`src/rtl/alu_op_writer_if.sv`:
```
// Request handshake plus write-side memory bus of the ALU command writer.
// "master" is the writer's view; "slave" is the requester/memory side.
interface alu_op_writer_if #(
  parameter int ADDR_WIDTH = 2,
  parameter int DATA_WIDTH = 8
);
  logic                  req_valid;
  logic                  req_ready;
  logic [DATA_WIDTH-1:0] req_a;
  logic [DATA_WIDTH-1:0] req_b;
  logic [2:0]            req_oper;
  logic                  mem_enable;
  logic                  mem_rd_wr;
  logic [ADDR_WIDTH-1:0] mem_addr;
  logic [DATA_WIDTH-1:0] mem_wr_data;
  logic                  busy;
  logic                  done;
  logic [7:0]            req_count;

  modport master (
    input  req_valid, req_a, req_b, req_oper,
    output req_ready, mem_enable, mem_rd_wr, mem_addr, mem_wr_data,
           busy, done, req_count
  );

  modport slave (
    output req_valid, req_a, req_b, req_oper,
    input  req_ready, mem_enable, mem_rd_wr, mem_addr, mem_wr_data,
           busy, done, req_count
  );
endinterface

```
`src/rtl/alu_op_writer.sv`:
```
// Writes A, B, oper and execute=1 into the 4-word ALU command memory, releases
// the bus for HOLD_CYCLES cycles, then clears execute and pulses done.
module alu_op_writer #(
  parameter int ADDR_WIDTH  = 2,
  parameter int DATA_WIDTH  = 8,
  parameter int HOLD_CYCLES = 4
) (
  input  logic             clk,
  input  logic             reset,
  alu_op_writer_if.master  bus
);
  typedef enum logic [2:0] {
    IDLE, WR_A, WR_B, WR_OPER, WR_EXEC, HOLD, CLR_EXEC
  } state_t;

  localparam logic [ADDR_WIDTH-1:0] ADDR_A    = ADDR_WIDTH'(0);
  localparam logic [ADDR_WIDTH-1:0] ADDR_B    = ADDR_WIDTH'(1);
  localparam logic [ADDR_WIDTH-1:0] ADDR_OPER = ADDR_WIDTH'(2);
  localparam logic [ADDR_WIDTH-1:0] ADDR_EXEC = ADDR_WIDTH'(3);
  localparam logic [DATA_WIDTH-1:0] EXEC_ON   = DATA_WIDTH'(1);
  localparam logic [7:0]            HOLD_LOAD = 8'(HOLD_CYCLES - 1);

  state_t                state_q;
  logic [DATA_WIDTH-1:0] b_q;
  logic [2:0]            oper_q;
  logic [7:0]            hold_cnt_q;
  logic                  req_ready_q;
  logic                  mem_enable_q;
  logic                  mem_rd_wr_q;
  logic [ADDR_WIDTH-1:0] mem_addr_q;
  logic [DATA_WIDTH-1:0] mem_wr_data_q;
  logic                  busy_q;
  logic                  done_q;
  logic [7:0]            req_count_q;

  logic [7:0]            hold_cnt_d;
  logic [7:0]            req_count_d;
  logic [DATA_WIDTH-1:0] oper_ext_d;

  assign hold_cnt_d  = hold_cnt_q - 8'd1;
  assign req_count_d = req_count_q + 8'd1;
  assign oper_ext_d  = DATA_WIDTH'(oper_q);

  // Bus outputs default to "released" (read, addr 0, data 0) every cycle;
  // only the write states override them, so rd_wr is never 0 with enable 0.
  always_ff @(posedge clk or negedge reset) begin
    if (!reset) begin
      state_q       <= IDLE;
      b_q           <= '0;
      oper_q        <= '0;
      hold_cnt_q    <= '0;
      req_ready_q   <= 1'b0;
      mem_enable_q  <= 1'b0;
      mem_rd_wr_q   <= 1'b1;
      mem_addr_q    <= '0;
      mem_wr_data_q <= '0;
      busy_q        <= 1'b0;
      done_q        <= 1'b0;
      req_count_q   <= '0;
    end else begin
      mem_enable_q  <= 1'b0;
      mem_rd_wr_q   <= 1'b1;
      mem_addr_q    <= '0;
      mem_wr_data_q <= '0;
      done_q        <= 1'b0;
      unique case (state_q)
        IDLE: begin
          req_ready_q <= 1'b1;
          if (bus.req_valid && req_ready_q) begin
            state_q       <= WR_A;
            b_q           <= bus.req_b;
            oper_q        <= bus.req_oper;
            req_ready_q   <= 1'b0;
            busy_q        <= 1'b1;
            mem_enable_q  <= 1'b1;
            mem_rd_wr_q   <= 1'b0;
            mem_addr_q    <= ADDR_A;
            mem_wr_data_q <= bus.req_a;
          end
        end
        WR_A: begin
          state_q       <= WR_B;
          mem_enable_q  <= 1'b1;
          mem_rd_wr_q   <= 1'b0;
          mem_addr_q    <= ADDR_B;
          mem_wr_data_q <= b_q;
        end
        WR_B: begin
          state_q       <= WR_OPER;
          mem_enable_q  <= 1'b1;
          mem_rd_wr_q   <= 1'b0;
          mem_addr_q    <= ADDR_OPER;
          mem_wr_data_q <= oper_ext_d;
        end
        WR_OPER: begin
          state_q       <= WR_EXEC;
          mem_enable_q  <= 1'b1;
          mem_rd_wr_q   <= 1'b0;
          mem_addr_q    <= ADDR_EXEC;
          mem_wr_data_q <= EXEC_ON;
        end
        WR_EXEC: begin
          state_q    <= HOLD;
          hold_cnt_q <= HOLD_LOAD;
        end
        HOLD: begin
          if (hold_cnt_q == 8'd0) begin
            state_q      <= CLR_EXEC;
            mem_enable_q <= 1'b1;
            mem_rd_wr_q  <= 1'b0;
            mem_addr_q   <= ADDR_EXEC;
            done_q       <= 1'b1;
          end else begin
            hold_cnt_q <= hold_cnt_d;
          end
        end
        CLR_EXEC: begin
          state_q     <= IDLE;
          busy_q      <= 1'b0;
          req_ready_q <= 1'b1;
          req_count_q <= req_count_d;
        end
        default: begin
          state_q <= IDLE;
          busy_q  <= 1'b0;
        end
      endcase
    end
  end

  assign bus.req_ready   = req_ready_q;
  assign bus.mem_enable  = mem_enable_q;
  assign bus.mem_rd_wr   = mem_rd_wr_q;
  assign bus.mem_addr    = mem_addr_q;
  assign bus.mem_wr_data = mem_wr_data_q;
  assign bus.busy        = busy_q;
  assign bus.done        = done_q;
  assign bus.req_count   = req_count_q;
endmodule

```
`src/flat_wrapper.sv`:
```
// flat-port wrapper written by rule: the top's interface ports become plain ports
module alu_op_writer_flat 
#(
  parameter int ADDR_WIDTH  = 2,
  parameter int DATA_WIDTH  = 8,
  parameter int HOLD_CYCLES = 4
)
  (clk, reset, bus_req_valid, bus_req_a, bus_req_b, bus_req_oper, bus_req_ready, bus_mem_enable, bus_mem_rd_wr, bus_mem_addr, bus_mem_wr_data, bus_busy, bus_done, bus_req_count);
  alu_op_writer_if #(.ADDR_WIDTH(ADDR_WIDTH), .DATA_WIDTH(DATA_WIDTH)) bus_i ();
  input  logic clk;
  input  logic reset;
  input wire logic [$bits(bus_i.req_valid)-1:0] bus_req_valid;
  input wire logic [$bits(bus_i.req_a)-1:0] bus_req_a;
  input wire logic [$bits(bus_i.req_b)-1:0] bus_req_b;
  input wire logic [$bits(bus_i.req_oper)-1:0] bus_req_oper;
  output wire logic [$bits(bus_i.req_ready)-1:0] bus_req_ready;
  output wire logic [$bits(bus_i.mem_enable)-1:0] bus_mem_enable;
  output wire logic [$bits(bus_i.mem_rd_wr)-1:0] bus_mem_rd_wr;
  output wire logic [$bits(bus_i.mem_addr)-1:0] bus_mem_addr;
  output wire logic [$bits(bus_i.mem_wr_data)-1:0] bus_mem_wr_data;
  output wire logic [$bits(bus_i.busy)-1:0] bus_busy;
  output wire logic [$bits(bus_i.done)-1:0] bus_done;
  output wire logic [$bits(bus_i.req_count)-1:0] bus_req_count;
  assign bus_i.req_valid = bus_req_valid;
  assign bus_i.req_a = bus_req_a;
  assign bus_i.req_b = bus_req_b;
  assign bus_i.req_oper = bus_req_oper;
  assign bus_req_ready = bus_i.req_ready;
  assign bus_mem_enable = bus_i.mem_enable;
  assign bus_mem_rd_wr = bus_i.mem_rd_wr;
  assign bus_mem_addr = bus_i.mem_addr;
  assign bus_mem_wr_data = bus_i.mem_wr_data;
  assign bus_busy = bus_i.busy;
  assign bus_done = bus_i.done;
  assign bus_req_count = bus_i.req_count;
  alu_op_writer #(.ADDR_WIDTH(ADDR_WIDTH), .DATA_WIDTH(DATA_WIDTH), .HOLD_CYCLES(HOLD_CYCLES)) u_core (.clk(clk), .reset(reset), .bus(bus_i));
endmodule
```
`config.mk`:
```
export PLATFORM = sky130hd
export DESIGN_NAME = alu_op_writer_flat
export DESIGN_NICKNAME = d
export VERILOG_FILES = /design/src/rtl/alu_op_writer_if.sv /design/src/rtl/alu_op_writer.sv /design/src/flat_wrapper.sv
export SDC_FILE = /design/constraint.sdc
export NUM_CORES = 1
export LEC_CHECK = 0
export BUFFER_PORTS_ARGS = -buffer_cell sky130_fd_sc_hd__clkbuf_2
export CORE_UTILIZATION = 53
export DETAILED_ROUTE_END_ITERATION = 12
export PLACE_DENSITY = 0.78
export SYNTH_ARGS = -nofsm -noshare
export SYNTH_HDL_FRONTEND = slang
export SYNTH_SLANG_ARGS = --single-unit
```
`constraint.sdc`:
```
create_clock -name clk -period 2.3 [get_ports clk]
set_input_delay 0.115 -clock clk [delete_from_list [all_inputs] [get_ports clk]]
set_output_delay 0.115 -clock clk [all_outputs]
set_load 0.1 [all_outputs]
```
==> results of run 1 <==
==> layer usage <==
metal | part of all wire [%] | vias up | GRT usage [%]
li1 | - | 741 | -
met1 | 44 | 720 | 27.1
met2 | 50 | 43 | 34.4
met3 | 4.1 | 6 | 3.52
met4 | 1.8 | 0 | 10.8
met5 | 0 | - | 0
==> registers in the layout, indices dropped and copies added, names as in the netlist <==
register / flops
u_core.b_q: 8
u_core.bus.mem_wr_data: 8
u_core.bus.req_count: 8
u_core.hold_cnt_q: 8
u_core.oper_q: 3
u_core.state_q: 3
u_core.bus.mem_addr: 2
u_core.bus.busy: 1
u_core.bus.done: 1
u_core.bus.mem_enable: 1
u_core.bus.mem_rd_wr: 1
u_core.bus.req_ready: 1
==> critical path, delay by kind of cell (launching register included) <==
| kind | cells | cell delay [ns] |
|---|---|---|
| multiplexers | 1 | 0.36 |
| buffers and inverters | 1 | 0.25 |
| flip-flops | 1 | 0.47 |
| AND/OR/NAND/NOR | 2 | 0.55 |
==> cells by family (layout without fill, tap and decap cells) <==
logic type                 Yosys count  in the layout  share of synthesized area (%)
AOI/OAI and AO/OA                   30             30                           9.31
xor gates and xnor gates             7              7                           2.92
adders and majority gates            2              2                           1.19
buffers and inverters               14             63                           3.76
DFF                                 45             45                           53.8
muxes                               20             20                           11.5
and+or+nand+nor                     65             65                           17.6
==> path summary, 6_finish.rpt <==
| kind | endpoint | startpoint | slack, ns | depth (start not counted) |
|---|---|---|---|---|
| worst max-delay path | u_core.b_q[2] | u_core.state_q[1] | 0.54 | 4 |
| worst min-delay path | u_core.bus.mem_wr_data[0] | bus_req_a[0] | 0.03 | 2 |
| worst max register to register | u_core.b_q[2] | u_core.state_q[1] | 0.54 | 4 |
| worst min register to register | u_core.bus.req_count[7] | u_core.bus.req_count[7] | 0.47 | 1 |
| max in group asynchronous | u_core.bus.mem_wr_data[0] | reset | 1.49 | 3 |
| min in group asynchronous | u_core.bus.req_count[0] | reset | 0.42 | 3 |
==> per-stage QoR <==
| step | utilization (%) | cells | area, µm² | setup WS, ns |
|---|---|---|---|---|
| after global routing | 65.8 | 280 | 2440 | 0.384 |
| after floorplan | - | 183 | 2100 | 0.257 |
| after CTS | 65.8 | 280 | 2440 | 0.544 |
| after detailed placement | 63.4 | 271 | 2350 | 0.554 |
| final | 65.8 | 280 | 2440 | 0.538 |
| after global placement | 63.4 | 271 | 2350 | 0.594 |
==> cells in the final DEF, fill, tap and decap left out, types with 4 or more instances in the layout <==
master | Yosys | routed
clkbuf_2 | 0 | 44
dfrtp_1 | 44 | 44
nand2_1 | 21 | 21
a21oi_1 | 11 | 11
mux2i_1 | 9 | 9
nand3_1 | 7 | 7
mux2_4 | 7 | 7
nor2_1 | 6 | 6
inv_1 | 5 | 5
o21ai_0 | 5 | 5
clkbuf_8 | 0 | 5
buf_4 | 0 | 5
xnor2_1 | 4 | 4
mux2_2 | 4 | 4
==> cell type report <==
| cell class | count | area [µm²] | area share (%) |
|---|---|---|---|
| Sequential cell | 45 | 1130 | 46.1 |
| Multi-Input combinational cell | 124 | 891 | 36.4 |
| Timing Repair Buffer | 50 | 268 | 11.0 |
| Clock buffer | 8 | 80.1 | 3.28 |
| Tap cell | 48 | 60.1 | 2.46 |
| Inverter | 5 | 18.8 | 0.768 |
==> impl_metrics.py, run 1 <==
metrics = {
    "drt": {
        "dr.pass1.iters": 6,
        "ant_nets": 0,
        "drt_iter0_drc": 77,
        "wirelength_um": 3950,
        "viasPerCell": 5.39,
        "drc": 0,
        "route.vias.total": 1510,
        "routedWlPerCell_um": 14.1,
    },
    "synth": {
        "synthDistinctLibCells": 46,
        "synth_edf_count": 0,
        "ys_seq_area_share_pct": 53.8,
        "synth_cells": 183,
        "ys.flop_type": "dfrtp_1",
        "synth_area_leaders": "dfrtp_1 (53%), mux2_4 (5.0%), mux2i_1 (4.3%), nand2_1 (3.8%), a21oi_1 (2.6%)",
        "synth_nets": 207,
        "yosys.area.top_type": "dfrtp_1",
        "synth.most_common_cell": "dfrtp_1",
        "async_flop_share_pct": 100,
        "yosys-top-cells-count": "dfrtp_1 (44), nand2_1 (21), a21oi_1 (11)",
        "netlist.area_leader.share_pct": 52.5,
        "synth_area_um2": 2100,
        "yosys_warnings": 0,
        "syn_area_per_cell_um2": 11.5,
        "synth_seq_cells": 45,
    },
    "die": {
        "start_util_pct": 56.4,
        "design.die.area_um2": 4210,
        "std_cell_rows": 22,
        "fp.dieH_um": 64.9,
        "die_w_um": 64.9,
        "core_um2": 3720,
        "ios": 45,
    },
    "clocking": {
        "cts_hold_buf": 1,
        "path_clk_slew_ns": 0.08,
        "cts_tree": "done",
        "cts_made_buffers": 5,
        "post_cts_buffers": 0,
        "htree_levels": 2,
        "clock-sinks": 45,
        "cts.repair.resized": 0,
        "cts_root_buffer": "clkbuf_8",
        "cts.path.max_buffers": 2,
        "insertion_delay_ns": 0.30,
    },
    "timing": {
        "rsz0062_at_grt": "false",
        "setup_viol": 0,
        "tns_ns": 0,
        "fmax_mhz": 568,
        "finClkSkew_ns": 0.00882,
        "worstMarginPinSlew_ns": 0.562,
        "fin_crit_ns": 1.76,
        "maxSlewViolCount": 0,
        "fin_crit_sh_pct": 76.6,
        "whs_ns": 0.0295,
        "hold_viol_final": 0,
        "slew_headroom_pct": 61.6,
    },
    "critical_path": {
        "worstPathRequired_ns": 2.48,
        "critPathKind": "register to register",
        "path_cells": "or2_1 -> nor3_4 -> buf_4 -> mux2_2",
        "crit_fanout": 14,
        "start_kind": "register",
        "cp_slowest_cell": "dfrtp_1",
        "end_kind": "register",
        "slowest_delay_ns": 0.47,
        "worstPathArrival_ns": 1.94,
    },
    "final_layout": {
        "diodes": 0,
        "layout-drive-gt1-share_pct": 31.9,
        "finalNetCount": 255,
        "num-fill-cells": 315,
        "syn_to_final_growth_pct": 16.6,
    },
    "global_routing": {
        "grt_pass1_vias": 1482,
        "antenna_found_initial": 0,
        "grt_overflow": 0,
        "grt_max_degree": 46,
        "grt_first_pass_wirelength_um": 6620,
        "track_usage_pct": 21.2,
    },
    "run_status": {
        "status": "completed",
    },
    "flow_run": {
        "cap_violations": 0,
    },
    "worst_hold_path": {
        "hold_path_class": "input pin to register",
    },
    "placement": {
        "routabilityCongestion": 0.759,
        "portBuffers": 44,
        "hpwl_um": 2870,
    },
}
Power of run 1 is left out: the tool's default activity adds up to more than one toggle a clock period on the data nets, which glitch-free logic cannot reach.
==> run 2, diff against run 1 <==
- CORE_UTILIZATION: 53 -> 48
- PLACE_DENSITY: 0.78 -> 0.74
- clock period: 2.3 -> 1.6 ns (I/O delays scaled with it)
==> run 2 against run 1 <==
  * Fmax increased by 12%
  * Critical path depth down 1
  * Utilization fell by 1.3 points
  * Wire length increased by 2.8%
  * Highest routed layer unchanged
  * Sequential share of layout area fell by 2.9 points
  * Critical path type unchanged
  * Non-clock buffer count grew 13
  * Clock skew fell by 0.0062 ns
==> impl_metrics.py, run 2 (synthesis results as in run 1) <==
metrics = {
    "drt": {
        "wirelength_um": 4060,
        "drt_iter0_drc": 53,
        "ant_nets": 0,
        "route.vias.total": 1537,
        "viasPerCell": 5.21,
        "routedWlPerCell_um": 13.8,
        "dr.pass1.iters": 4,
        "drc": 0,
    },
    "critical_path": {
        "cp_slowest_cell": "or4_4",
        "worstPathRequired_ns": 1.82,
        "crit_fanout": 5,
        "critPathKind": "register to register",
        "start_kind": "register",
        "end_kind": "register",
        "path_cells": "or4_4 -> nor4_4 -> mux2i_1",
        "slowest_delay_ns": 0.62,
        "crit_buf_inv": 0,
        "worstPathArrival_ns": 1.79,
        "critPathTopFamily": "simple AND/OR/NAND/NOR gates",
        "ff2ff_setup_slack_ns": 0.03,
    },
    "global_routing": {
        "antenna_found_initial": 0,
        "track_usage_pct": 19.0,
        "grt_overflow": 0,
        "grt_max_degree": 46,
        "grt_pass1_vias": 1438,
        "grt_first_pass_wirelength_um": 6460,
    },
    "timing": {
        "layout_setup_ws_ns": 0.0288,
        "finClkSkew_ns": 0.00267,
        "maxSlewViolCount": 0,
        "hold_viol_final": 0,
        "fin_crit_sh_pct": 98.2,
        "fmax_mhz": 636,
        "slew_headroom_pct": 63.4,
        "rsz0062_at_grt": "true",
        "fin_crit_ns": 1.57,
        "worstMarginPinSlew_ns": 0.549,
        "setup_viol": 0,
    },
    "die": {
        "die_w_um": 68.1,
        "start_util_pct": 51.3,
        "fp.dieH_um": 68.1,
        "std_cell_rows": 23,
        "design.die.area_um2": 4640,
        "ios": 45,
        "core_um2": 4090,
    },
    "clocking": {
        "cts_made_buffers": 5,
        "post_cts_buffers": 0,
        "path_clk_slew_ns": 0.08,
        "htree_levels": 2,
        "cts_tree": "done",
        "cts.path.max_buffers": 2,
        "cts_root_buffer": "clkbuf_8",
        "clock-sinks": 45,
        "insertion_delay_ns": 0.29,
    },
    "placement": {
        "routabilityCongestion": 0.775,
        "hpwl_um": 2830,
        "portBuffers": 44,
        "post-place-ws_ns": -0.0939,
    },
    "run_status": {
        "status": "completed",
    },
    "final_layout": {
        "final_common_cell": "clkbuf_2",
        "syn_to_final_growth_pct": 25.7,
        "num-fill-cells": 310,
        "regArea_um2": 1140,
        "layout_common_cells": "clkbuf_2 (44), dfrtp_1 (36), nand2_1 (20), buf_4 (15), a21oi_1 (11)",
        "layout-drive-gt1-share_pct": 41.6,
        "multi_input_area_um2": 950,
        "diodes": 0,
        "finalNetCount": 268,
    },
    "flow_run": {
        "cap_violations": 0,
    },
    "worst_hold_path": {
        "hold_path_class": "input pin to register",
    },
}
==> run 2: changes by cell type in the layout (fill, tap and decap cells not counted), moves of 2 or more <==
| cell | previous run | this run |
|---|---|---|
| dfrtp_2 | 0 | 7 |
| a2111oi_2 | 0 | 2 |
| dlygate4sd3_1 | 1 | 3 |
| clkbuf_1 | 3 | 1 |
| a2111oi_0 | 2 | 0 |
| clkinv_2 | 0 | 2 |
| inv_1 | 5 | 3 |
| inv_2 | 0 | 2 |
| o21ai_1 | 0 | 2 |
| dfrtp_1 | 44 | 36 |
| buf_4 | 5 | 15 |
| o21ai_0 | 5 | 3 |
==> run 2: layout make-up <==
class                      count  area share, %
sequential                    45           43.2
inverter                       5          0.712
timing repair buffer          63           14.5
multi-input combinational    124           36.0
clock buffer                   6           2.75
clock inverter                 2          0.380
tap                           50           2.37
==> run 2: path summary, 6_finish.rpt <==
kind,from,end,cells after the start
max in group asynchronous,reset,u_core.bus.req_ready,3
worst max register to register,u_core.hold_cnt_q[2],u_core.hold_cnt_q[7],3
worst min-delay path,bus_req_b[4],u_core.b_q[4],2
min in group asynchronous,reset,u_core.hold_cnt_q[0],3
worst max-delay path,u_core.hold_cnt_q[2],u_core.hold_cnt_q[7],3
worst min register to register,u_core.bus.req_count[7],u_core.bus.req_count[7],1
==> run 2: per-stage QoR <==
stage	utilization (%)	area [µm²]	setup TNS [ns]	instances	hold WS, ns
6_report	64.5	2640	0	295	0.0147
3_5_place_dp	60.3	2470	-0.406	284	0.195
4_1_cts	63.6	2600	-0.0579	295	0.00791
5_1_grt	64.5	2640	-0.102	295	0.00151
3_3_place_gp	60.3	2470	-0.109	284	0.196
2_1_floorplan	-	2110	-0.188	183	-0.216
==> run 2: timing repair <==
| action | CTS | global route |
|---|---|---|
| pin swaps | 1 | 3 |
| hold buffers | 3 | 0 |
| gates resized for setup | 6 | 10 |
| endpoints found under the hold margin | 46 | 0 |
| endpoints found under the setup margin | 9 | 9 |
==> run 2: routing by layer <==
layer,global-route usage [%],wire length (µm)
met1,24.7,1890
met3,5.50,151
met2,30.5,1980
met5,0,0
met4,5.47,31
Power of run 2 is left out for the same reason.
